File: config.mk
export PLATFORM = sky130hd
export DESIGN_NAME = reg_bank_ctrl_flat
export DESIGN_NICKNAME = d
export VERILOG_FILES = /design/src/rtl/reg_bank_ctrl_if.sv /design/src/rtl/reg_bank_ctrl.sv /design/src/flat_wrapper.sv
export SDC_FILE = /design/constraint.sdc
export NUM_CORES = 1
export LEC_CHECK = 0
export BUFFER_PORTS_ARGS = -buffer_cell sky130_fd_sc_hd__buf_2
export CAP_MARGIN = 40
export CORE_ASPECT_RATIO = 1.5
export CORE_MARGIN = 4
export CORE_UTILIZATION = 33
export DETAILED_ROUTE_END_ITERATION = 10
export PLACE_DENSITY = 0.51
export SLEW_MARGIN = 20
export SYNTH_ARGS = -nofsm -noshare
export SYNTH_HDL_FRONTEND = slang
export SYNTH_SLANG_ARGS = --single-unit
File: constraint.sdc
create_clock -name clk -period 2.5 [get_ports clk]
set_input_delay 0.625 -clock clk [delete_from_list [all_inputs] [get_ports clk]]
set_output_delay 0.625 -clock clk [all_outputs]
set_load 0.02 [all_outputs]
File: src/rtl/reg_bank_ctrl_if.sv
// Host command/response bus plus RAM request/read-data bus of the register bank controller.
// Latency: pure wiring, no storage.
// Backpressure: cmd_ready throttles the host, mem_req_ready throttles the controller's RAM requests.
interface reg_bank_ctrl_if;
   // host command channel
   logic        cmd_valid;
   logic        cmd_ready;
   logic        cmd_write;
   logic [3:0]  cmd_addr;
   logic [15:0] cmd_wdata;
   // host read response
   logic        rsp_valid;
   logic [15:0] rsp_rdata;
   // RAM request channel
   logic        mem_req_valid;
   logic        mem_req_ready;
   logic        mem_req_write;
   logic [31:0] mem_req_addr;
   logic [15:0] mem_req_wdata;
   // RAM read data return
   logic        mem_rd_valid;
   logic [15:0] mem_rd_data;

   // environment side: host bridge and RAM model
   modport master (
      output cmd_valid, cmd_write, cmd_addr, cmd_wdata,
      output mem_req_ready, mem_rd_valid, mem_rd_data,
      input  cmd_ready, rsp_valid, rsp_rdata,
      input  mem_req_valid, mem_req_write, mem_req_addr, mem_req_wdata
   );

   // controller side
   modport slave (
      input  cmd_valid, cmd_write, cmd_addr, cmd_wdata,
      input  mem_req_ready, mem_rd_valid, mem_rd_data,
      output cmd_ready, rsp_valid, rsp_rdata,
      output mem_req_valid, mem_req_write, mem_req_addr, mem_req_wdata
   );
endinterface

File: src/rtl/reg_bank_ctrl.sv
// Host register bank: config registers, status/interrupt views, 0x0E/0x0F RAM window with auto-increment.
// Latency: register read response 1 cycle after accept; RAM read response 1 cycle after mem_rd_valid.
// Backpressure: cmd_ready drops while a RAM transaction is open; mem_req_* held stable until mem_req_ready.
module reg_bank_ctrl #(
   parameter logic [15:0] VERSION        = 16'h0001,
   parameter logic [15:0] CONV_CFG1_INIT = 16'h0401
) (
   input  logic        clk,
   input  logic        rst_n,
   reg_bank_ctrl_if.slave bus,
   output logic [31:0] cfg_addr_o,
   output logic [15:0] cfg_conv1_o,
   output logic [15:0] cfg_conv2_o,
   output logic [15:0] cfg_conv3_o,
   output logic [15:0] cfg_conv4_o,
   input  logic        conv_done_i,
   input  logic        conv_running_i,
   input  logic [13:0] conv_count_i,
   input  logic        ev_mem_load_i,
   input  logic        ev_conv_i,
   input  logic        ev_dense_i,
   output logic        irq_o
);

   typedef enum logic [1:0] {
      S_IDLE,
      S_MEM_WR,
      S_MEM_RD_REQ,
      S_MEM_RD_WAIT
   } state_t;

   localparam logic [3:0] A_VERSION = 4'h0;
   localparam logic [3:0] A_ADDR_LO = 4'h1;
   localparam logic [3:0] A_ADDR_HI = 4'h2;
   localparam logic [3:0] A_CONV1   = 4'h3;
   localparam logic [3:0] A_CONV2   = 4'h4;
   localparam logic [3:0] A_CONV3   = 4'h5;
   localparam logic [3:0] A_CONV4   = 4'h6;
   localparam logic [3:0] A_STATUS  = 4'h7;
   localparam logic [3:0] A_INT     = 4'h8;
   localparam logic [3:0] A_MEM_WR  = 4'hE;
   localparam logic [3:0] A_MEM_RD  = 4'hF;

   state_t      state_q;
   logic        cmd_ready_q;
   logic        rsp_valid_q;
   logic [15:0] rsp_rdata_q;
   logic        mem_req_valid_q;
   logic        mem_req_write_q;
   logic [31:0] mem_req_addr_q;
   logic [15:0] mem_req_wdata_q;
   logic [31:0] addr_q;
   logic [15:0] conv1_q, conv2_q, conv3_q, conv4_q;
   // interrupt bit index: 2 = mem_load, 1 = conv, 0 = dense
   logic [2:0]  int_en_q;
   logic [2:0]  int_act_q;
   logic [2:0]  int_act_d;
   logic        irq_q;

   logic        acc_rd;
   logic        acc_wr;
   logic [2:0]  ev_vec;
   logic [15:0] int_view;
   logic [15:0] rd_mux;
   logic [31:0] addr_inc;

   assign acc_rd   = bus.cmd_valid & cmd_ready_q & ~bus.cmd_write;
   assign acc_wr   = bus.cmd_valid & cmd_ready_q &  bus.cmd_write;
   assign ev_vec   = {ev_mem_load_i, ev_conv_i, ev_dense_i};
   assign int_view = {int_en_q[2], int_act_q[2], int_en_q[1], int_act_q[1],
                      int_en_q[0], int_act_q[0], 10'b0};
   // wraps modulo 2^32, so a carry naturally reaches the upper half
   assign addr_inc = addr_q + 32'd1;

   // Active bits: a reading access of 0x08 clears them, but an event in that same cycle survives
   always_comb begin
      int_act_d = int_act_q | ev_vec;
      if (acc_rd && (bus.cmd_addr == A_INT)) begin
         int_act_d = ev_vec;
      end
   end

   // Register read view; 0x0E, 0x0F and unmapped addresses read as zero
   always_comb begin
      rd_mux = 16'h0000;
      case (bus.cmd_addr)
         A_VERSION: rd_mux = VERSION;
         A_ADDR_LO: rd_mux = addr_q[15:0];
         A_ADDR_HI: rd_mux = addr_q[31:16];
         A_CONV1:   rd_mux = conv1_q;
         A_CONV2:   rd_mux = conv2_q;
         A_CONV3:   rd_mux = conv3_q;
         A_CONV4:   rd_mux = conv4_q;
         A_STATUS:  rd_mux = {conv_done_i, conv_running_i, conv_count_i};
         A_INT:     rd_mux = int_view;
         default:   rd_mux = 16'h0000;
      endcase
   end

   // Command FSM: host handshake, responses, RAM window and the shared RAM address register
   always_ff @(posedge clk or negedge rst_n) begin
      if (!rst_n) begin
         state_q         <= S_IDLE;
         cmd_ready_q     <= 1'b1;
         rsp_valid_q     <= 1'b0;
         rsp_rdata_q     <= 16'h0000;
         mem_req_valid_q <= 1'b0;
         mem_req_write_q <= 1'b0;
         mem_req_addr_q  <= 32'h0;
         mem_req_wdata_q <= 16'h0000;
         addr_q          <= 32'h0;
      end else begin
         rsp_valid_q <= 1'b0;
         case (state_q)
            S_IDLE: begin
               if (acc_rd) begin
                  if (bus.cmd_addr == A_MEM_RD) begin
                     state_q         <= S_MEM_RD_REQ;
                     cmd_ready_q     <= 1'b0;
                     mem_req_valid_q <= 1'b1;
                     mem_req_write_q <= 1'b0;
                     mem_req_addr_q  <= addr_q;
                  end else begin
                     rsp_valid_q <= 1'b1;
                     rsp_rdata_q <= rd_mux;
                  end
               end else if (acc_wr) begin
                  case (bus.cmd_addr)
                     A_ADDR_LO: addr_q[15:0]  <= bus.cmd_wdata;
                     A_ADDR_HI: addr_q[31:16] <= bus.cmd_wdata;
                     A_MEM_WR: begin
                        state_q         <= S_MEM_WR;
                        cmd_ready_q     <= 1'b0;
                        mem_req_valid_q <= 1'b1;
                        mem_req_write_q <= 1'b1;
                        mem_req_addr_q  <= addr_q;
                        mem_req_wdata_q <= bus.cmd_wdata;
                     end
                     default: ;
                  endcase
               end
            end
            S_MEM_WR: begin
               if (bus.mem_req_ready) begin
                  mem_req_valid_q <= 1'b0;
                  addr_q          <= addr_inc;
                  cmd_ready_q     <= 1'b1;
                  state_q         <= S_IDLE;
               end
            end
            S_MEM_RD_REQ: begin
               if (bus.mem_req_ready) begin
                  mem_req_valid_q <= 1'b0;
                  state_q         <= S_MEM_RD_WAIT;
               end
            end
            S_MEM_RD_WAIT: begin
               if (bus.mem_rd_valid) begin
                  rsp_valid_q <= 1'b1;
                  rsp_rdata_q <= bus.mem_rd_data;
                  addr_q      <= addr_inc;
                  cmd_ready_q <= 1'b1;
                  state_q     <= S_IDLE;
               end
            end
            default: begin
               state_q         <= S_IDLE;
               cmd_ready_q     <= 1'b1;
               mem_req_valid_q <= 1'b0;
            end
         endcase
      end
   end

   // Configuration and interrupt registers; irq follows enable/active state one cycle late
   always_ff @(posedge clk or negedge rst_n) begin
      if (!rst_n) begin
         conv1_q   <= CONV_CFG1_INIT;
         conv2_q   <= 16'h0000;
         conv3_q   <= 16'h0000;
         conv4_q   <= 16'h0000;
         int_en_q  <= 3'b000;
         int_act_q <= 3'b000;
         irq_q     <= 1'b0;
      end else begin
         int_act_q <= int_act_d;
         irq_q     <= |(int_en_q & int_act_q);
         if (acc_wr) begin
            case (bus.cmd_addr)
               A_CONV1: conv1_q  <= bus.cmd_wdata;
               A_CONV2: conv2_q  <= bus.cmd_wdata;
               A_CONV3: conv3_q  <= bus.cmd_wdata;
               A_CONV4: conv4_q  <= bus.cmd_wdata;
               A_INT:   int_en_q <= {bus.cmd_wdata[15], bus.cmd_wdata[13], bus.cmd_wdata[11]};
               default: ;
            endcase
         end
      end
   end

   assign bus.cmd_ready     = cmd_ready_q;
   assign bus.rsp_valid     = rsp_valid_q;
   assign bus.rsp_rdata     = rsp_rdata_q;
   assign bus.mem_req_valid = mem_req_valid_q;
   assign bus.mem_req_write = mem_req_write_q;
   assign bus.mem_req_addr  = mem_req_addr_q;
   assign bus.mem_req_wdata = mem_req_wdata_q;
   assign cfg_addr_o        = addr_q;
   assign cfg_conv1_o       = conv1_q;
   assign cfg_conv2_o       = conv2_q;
   assign cfg_conv3_o       = conv3_q;
   assign cfg_conv4_o       = conv4_q;
   assign irq_o             = irq_q;

endmodule

File: src/flat_wrapper.sv
// flat-port wrapper written by rule: the top's interface ports become plain ports
module reg_bank_ctrl_flat 
#(
   parameter logic [15:0] VERSION        = 16'h0001,
   parameter logic [15:0] CONV_CFG1_INIT = 16'h0401
)
  (clk, rst_n, cfg_addr_o, cfg_conv1_o, cfg_conv2_o, cfg_conv3_o, cfg_conv4_o, conv_done_i, conv_running_i, conv_count_i, ev_mem_load_i, ev_conv_i, ev_dense_i, irq_o, bus_cmd_valid, bus_cmd_write, bus_cmd_addr, bus_cmd_wdata, bus_mem_req_ready, bus_mem_rd_valid, bus_mem_rd_data, bus_cmd_ready, bus_rsp_valid, bus_rsp_rdata, bus_mem_req_valid, bus_mem_req_write, bus_mem_req_addr, bus_mem_req_wdata);
  reg_bank_ctrl_if bus_i ();
  input  logic clk;
  input  logic rst_n;
  output logic [31:0] cfg_addr_o;
  output logic [15:0] cfg_conv1_o;
  output logic [15:0] cfg_conv2_o;
  output logic [15:0] cfg_conv3_o;
  output logic [15:0] cfg_conv4_o;
  input  logic conv_done_i;
  input  logic conv_running_i;
  input  logic [13:0] conv_count_i;
  input  logic ev_mem_load_i;
  input  logic ev_conv_i;
  input  logic ev_dense_i;
  output logic irq_o;
  input wire logic [$bits(bus_i.cmd_valid)-1:0] bus_cmd_valid;
  input wire logic [$bits(bus_i.cmd_write)-1:0] bus_cmd_write;
  input wire logic [$bits(bus_i.cmd_addr)-1:0] bus_cmd_addr;
  input wire logic [$bits(bus_i.cmd_wdata)-1:0] bus_cmd_wdata;
  input wire logic [$bits(bus_i.mem_req_ready)-1:0] bus_mem_req_ready;
  input wire logic [$bits(bus_i.mem_rd_valid)-1:0] bus_mem_rd_valid;
  input wire logic [$bits(bus_i.mem_rd_data)-1:0] bus_mem_rd_data;
  output wire logic [$bits(bus_i.cmd_ready)-1:0] bus_cmd_ready;
  output wire logic [$bits(bus_i.rsp_valid)-1:0] bus_rsp_valid;
  output wire logic [$bits(bus_i.rsp_rdata)-1:0] bus_rsp_rdata;
  output wire logic [$bits(bus_i.mem_req_valid)-1:0] bus_mem_req_valid;
  output wire logic [$bits(bus_i.mem_req_write)-1:0] bus_mem_req_write;
  output wire logic [$bits(bus_i.mem_req_addr)-1:0] bus_mem_req_addr;
  output wire logic [$bits(bus_i.mem_req_wdata)-1:0] bus_mem_req_wdata;
  assign bus_i.cmd_valid = bus_cmd_valid;
  assign bus_i.cmd_write = bus_cmd_write;
  assign bus_i.cmd_addr = bus_cmd_addr;
  assign bus_i.cmd_wdata = bus_cmd_wdata;
  assign bus_i.mem_req_ready = bus_mem_req_ready;
  assign bus_i.mem_rd_valid = bus_mem_rd_valid;
  assign bus_i.mem_rd_data = bus_mem_rd_data;
  assign bus_cmd_ready = bus_i.cmd_ready;
  assign bus_rsp_valid = bus_i.rsp_valid;
  assign bus_rsp_rdata = bus_i.rsp_rdata;
  assign bus_mem_req_valid = bus_i.mem_req_valid;
  assign bus_mem_req_write = bus_i.mem_req_write;
  assign bus_mem_req_addr = bus_i.mem_req_addr;
  assign bus_mem_req_wdata = bus_i.mem_req_wdata;
  reg_bank_ctrl #(.VERSION(VERSION), .CONV_CFG1_INIT(CONV_CFG1_INIT)) u_core (.clk(clk), .rst_n(rst_n), .bus(bus_i), .cfg_addr_o(cfg_addr_o), .cfg_conv1_o(cfg_conv1_o), .cfg_conv2_o(cfg_conv2_o), .cfg_conv3_o(cfg_conv3_o), .cfg_conv4_o(cfg_conv4_o), .conv_done_i(conv_done_i), .conv_running_i(conv_running_i), .conv_count_i(conv_count_i), .ev_mem_load_i(ev_mem_load_i), .ev_conv_i(ev_conv_i), .ev_dense_i(ev_dense_i), .irq_o(irq_o));
endmodule
Word-level counts from Yosys, hierarchy flattened
Index checks and enable logic that the tools add are counted.

word-level totals
  logic and storage cells = 118
  register bits after elaboration = 173

cells by class
  bitwise operators = 7
  add/sub/neg operators = 1
  eq/ne operators = 27
  reductions and logical operators = 23
  mux-type cells = 43

operator list
  cell                                                 count
  2-to-1 mux 32 bit                                    8
  case mux 16 bit (9 select lines)                     1
  case mux 32 bit (3 select lines)                     1
  2-to-1 mux 16 bit                                    5
  adder 32 x 1 -> 32 bit, second input constant        1
  case mux 16 bit (2 select lines)                     1
  AND reduction 6 bit                                  4
  equality test 4 x 3 -> 1 bit, second input constant  4
  != test 2 bit, second input constant                 8
  2-to-1 mux 1 bit                                     15
  2-to-1 mux 2 bit                                     7
  equality test 4 bit, second input constant           3
  AND reduction 4 bit                                  3
  AND reduction 2 bit                                  5
  equality test 4 x 2 -> 1 bit, second input constant  2
  case mux 2 bit (4 select lines)                      1
  nonzero test 2 bit                                   4
  != test 2 x 1 -> 1 bit, second input constant        3
  AND reduction 5 bit                                  1
  equality test 2 bit, second input constant           2
  equality test 4 x 1 -> 1 bit, second input constant  1
  zero test 4 bit                                      1
  case mux 1 bit (2 select lines)                      2
  bitwise AND 1 bit                                    3
  other kinds (14)                                     15

Depth between registers and ports, before layout
  word-level depth = 5
  gate-level depth with buffers = 8
  gate-level depth less buffers = 7

Worst setup path before layout
Ideal clock, no wire load.

  kind = input to register
  start = input port bus_cmd_addr[0]
  end = register u_core.mem_req_wdata_q[10], in the netlist u_core.bus.mem_req_wdata[10]
  setup slack = 0.362 ns
  path buffers = 2
  data arrival time = 2.014 ns
  stages = 6
  cells stage by stage = buf_2 -> nor2b_1 -> nand4_1 -> nor2_2 -> buf_2 -> mux2_2

between the ends
  longest elaborated chain between the ends = 2

ends and longest elaborated chain
  item                           RTL line              text
  from (decl)                    flat_wrapper.sv:25    input wire logic [$bits(bus_i.cmd_addr)-1:0] bus_cmd_addr;
  equality test 4 bit            reg_bank_ctrl.sv:128  case (bus.cmd_addr)
  AND reduction 4 bit (no line)  -
  to (signal assigned)           reg_bank_ctrl.sv:137  mem_req_wdata_q <= bus.cmd_wdata;
  to (decl)                      reg_bank_ctrl.sv:51   logic [15:0] mem_req_wdata_q;

No other way between the ends.
A chain may end at the register's enable or synchronous reset.

Worst setup path after layout
  start = register u_core.state_q[1]
  end = register u_core.addr_q[9], in the netlist u_core.cfg_addr_o[9]

between the ends
  longest elaborated chain between the ends = 3
  elaborated cells between the ends (all ways) = 11
  those cells by class = eq/ne (7); mux (1); reduce/logical (3)

ends and longest elaborated chain
  item                                                  RTL line              text
  from (decl)                                           reg_bank_ctrl.sv:44   state_t state_q;
  from (signal assigned)                                reg_bank_ctrl.sv:103  state_q <= S_IDLE;
  from (signal assigned)                                reg_bank_ctrl.sv:118  state_q <= S_MEM_RD_REQ;
  from (signal assigned)                                reg_bank_ctrl.sv:132  state_q <= S_MEM_WR;
  equality test 2 x 1 -> 1 bit (tied with other cells)  reg_bank_ctrl.sv:114  case (state_q)
  != test 2 bit (no line) (tied with other cells)       -
  AND reduction 6 bit (no line)                         -
  to (signal assigned)                                  reg_bank_ctrl.sv:129  A_ADDR_LO: addr_q[15:0] <= bus.cmd_wdata;
  to (signal assigned)                                  reg_bank_ctrl.sv:146  addr_q <= addr_inc;
  to (signal assigned)                                  reg_bank_ctrl.sv:161  addr_q <= addr_inc;
  to (decl)                                             reg_bank_ctrl.sv:52   logic [31:0] addr_q;

Several ways; a longest one is shown, not always the timed one.

==> metrics.yaml <==
synth_ff_type: "dfrtp_1"
fin_crit_ns: 2.226
critPathCapture: "u_core.cfg_addr_o[9]"
cts_hold_buf: 0
avgViaCountPerCell: 5.559
hp-class: "primary input to asynchronous set/reset pin"
synth_seq_cells: 173
die_area_um2: 29120
status: "finished clean"
leakagePower_nw: 5.436
worst_hold_slack_ns: 0.1046
critPathRequiredTime_ns: 2.83
layout.nets: 1102
drive_gt1_share_pct: 44.26
place.gp.congestion: 0.8944
async_flop_share_pct: 100.0
synth_compound_area_share_pct: 16.41
boundaryPins: 226
maxCapViolations: 0
clkTransAtPathRegs_ns: 0.07
synth_fa_ha_area_share_pct: 1.005
syn_inst: 782
grt_pass1_wl_mm: 49.74
avgRoutedWirePerCell_um: 23.93
cts_setup_buffers: 0
syn_to_final_growth_pct: 28.92
instances_no_fill: 1380
row_count: 72
tightest_slew_ns: 0.5313
antenna_found_initial: 1
chipHeight_um: 207.0
reg2reg_from: "u_core.state_q[1]"
grt_overflow: 0
synth.yosys.warnings: 0
root_buffer: "clkbuf_16"
vdd_drop_max_uv: 697.4
rr_worst_depth: 6
setup-tns-final_ns: 0
cts_made_buffers: 17
dp_hpwl_mm: 24.88
rsz0062_at_grt: "no"
worstSetupStartpointType: "register"
first_pass_iters: 5
ant_nets: 0
grt_max_degree: 50
numClockSinks: 173
setup_slack_ns: 0.2737
drt_wl_total_mm: 33.02
ff2ff_setup_slack_ns: 0.27
vias: 7671
p_per_area_nw_per_um2: 1246
maxSlewViolCount: 0
drc: 0
hold_violations: 0
core_region_area_um2: 25940
synth_enable_flop_cells: 0
syn_area_um2: 8713
arrival_ns: 2.56
regToRegEndpoint: "u_core.cfg_addr_o[9]"
ctsResizeCount: 0
startpoint: "u_core.state_q[1]"
yosysUniqueCellTypes: 63
crit_path_max_fanout: 13
cts_tree: "done"
clock.fmax_mhz: 449.2
dp_slack_ns: 0.2205
grt_pass1_vias: 7891
io_buffer_count: 225
finalSetupViolations: 0
drtIter0Drc: 532
relSlewSlack_pct: 64.58
finalCritPeriodShare_pct: 89.05
h-tree-depth: 4
ys_seq_area_share_pct: 49.73
place.detailed.instances: 1348
synthXorXnorAreaFrac_pct: 0.1005
cts_buffer_depth: 2
synth_top_family_by_area: "multiplexers"
crit_type: "register to register"
worstSetupEndpointType: "register"
synth_nets: 850
synth.area.mux_share_pct: 18.52
synthSimpleGateAreaFrac_pct: 10.88
fp.dieW_um: 140.7
clk_latency_ns: 0.46
grt_usage_pct: 22.54
avgSynthCellArea_um2: 11.14
finalClockSkew_ns: 0.01329
start_util_pct: 33.58
-- power breakdown --
group / internal (mW) / switching (mW) / total [mW] / leakage [nW]
registers: 3.79 / 0.903 / 4.69 / 2.21
logic: 2.49 / 3.99 / 6.48 / 2.93
clock network: 1.67 / 1.15 / 2.82 / 0.300
-- synth_stat cells, types with 10 or more instances --
cell	count	area, µm²
nand3b_1	12	90.09
inv_1	12	45.04
and3_1	10	62.56
o21ai_0	31	155.2
nand2_1	43	161.4
a21oi_1	55	275.3
nor2_1	33	123.9
a22oi_1	13	97.59
dfrtp_1	170	4254
nand3_1	29	145.1
mux2i_1	15	150.1
o22ai_1	16	100.1
a2bb2oi_1	11	96.34
mux2_2	124	1396
nand4_1	10	62.56
buf_2	26	130.1
clkbuf_1	26	97.59
-- how the worst min path moves through the flow --
stage                                         from                          end  slack (ns)  depth (start not counted)
after floorplan                              rst_n   u_core.bus.mem_req_addr[0]        0.33                          0
after global placement    u_core.bus.mem_req_valid     u_core.bus.mem_req_valid        0.47                          1
after detailed placement  u_core.bus.mem_req_valid     u_core.bus.mem_req_valid        0.49                          1
after CTS                                    rst_n  u_core.bus.mem_req_addr[15]        0.11                          1
after global routing                         rst_n  u_core.bus.mem_req_addr[15]        0.13                          1
final                                        rst_n  u_core.bus.mem_req_addr[15]        0.10                          1
-- worst max-delay path, cell delays in order (launching register included) --
cell	delay (ns)
dfrtp_1	0.47
ha_1	0.32
nor2b_1	0.37
a211o_1	0.28
a21o_1	0.42
a21oi_1	0.09
a2bb2oi_1	0.15
-- cells in the final DEF (no fill, tap or decap), types with 15 or more instances in the layout --
cell type,synthesis,routed
a21oi_1,55,55
buf_2,26,224
buf_4,1,55
clkbuf_16,0,17
dfrtp_1,170,170
mux2_2,124,124
mux2i_1,15,15
nand2_1,43,43
nand3_1,29,29
nor2_1,33,32
o21ai_0,31,31
o22ai_1,16,16
-- cell families (layout without fill, tap and decap cells) --
| logic type | after synthesis | after routing |
|---|---|---|
| AO/OA/AOI/OAI | 211 | 211 |
| AND/OR/NAND/NOR | 180 | 180 |
| flip-flops | 173 | 173 |
| multiplexers | 142 | 142 |
| buffers and inverters | 68 | 332 |
| adder cells (fa/ha/maj) | 7 | 7 |
| XOR/XNOR | 1 | 1 |
| other | 0 | 1 |
-- through the flow --
step | utilization, % | instance area [µm²] | power (mW)
2_1_floorplan | - | 8713 | 8.469
3_3_place_gp | 40.97 | 10630 | 11.16
3_5_place_dp | 40.97 | 10630 | 11.22
4_1_cts | 43.29 | 11230 | 14.09
5_1_grt | 43.30 | 11230 | 14.80
6_report | 43.30 | 11230 | 13.99
-- layer usage --
layer | track usage (%) | up-vias | wire length [µm]
met5 | 0 | - | 0
met4 | 11.47 | 0 | 1497
met3 | 4.407 | 60 | 1788
met2 | 39.05 | 300 | 17010
met1 | 26.23 | 3856 | 12720
li1 | - | 3455 | -
-- flip-flops by register name, summed over array words and instances, names as in the netlist --
name                      count
u_core.bus.mem_req_valid      1
u_core.int_en_q               3
u_core.cfg_conv2_o           16
u_core.bus.cmd_ready          1
u_core.irq_o                  1
u_core.bus.mem_req_addr      32
u_core.cfg_conv3_o           16
u_core.cfg_conv1_o           16
u_core.bus.mem_req_wdata     16
u_core.int_act_q              3
u_core.state_q                2
u_core.cfg_conv4_o           16
u_core.cfg_addr_o            32
u_core.bus.mem_req_write      1
u_core.bus.rsp_rdata         16
u_core.bus.rsp_valid          1
-- cell type report --
cell class / instances / area [µm²]
fill: 2522 / 14710
timing repair buffer: 289 / 1725
inverter: 12 / 45.04
multi-input combinational: 541 / 4109
tap: 333 / 416.7
clock inverter: 7 / 110.1
antenna: 1 / 2.502
clock buffer: 24 / 491.7
sequential: 173 / 4333
(Power assumes the default switching activity.)
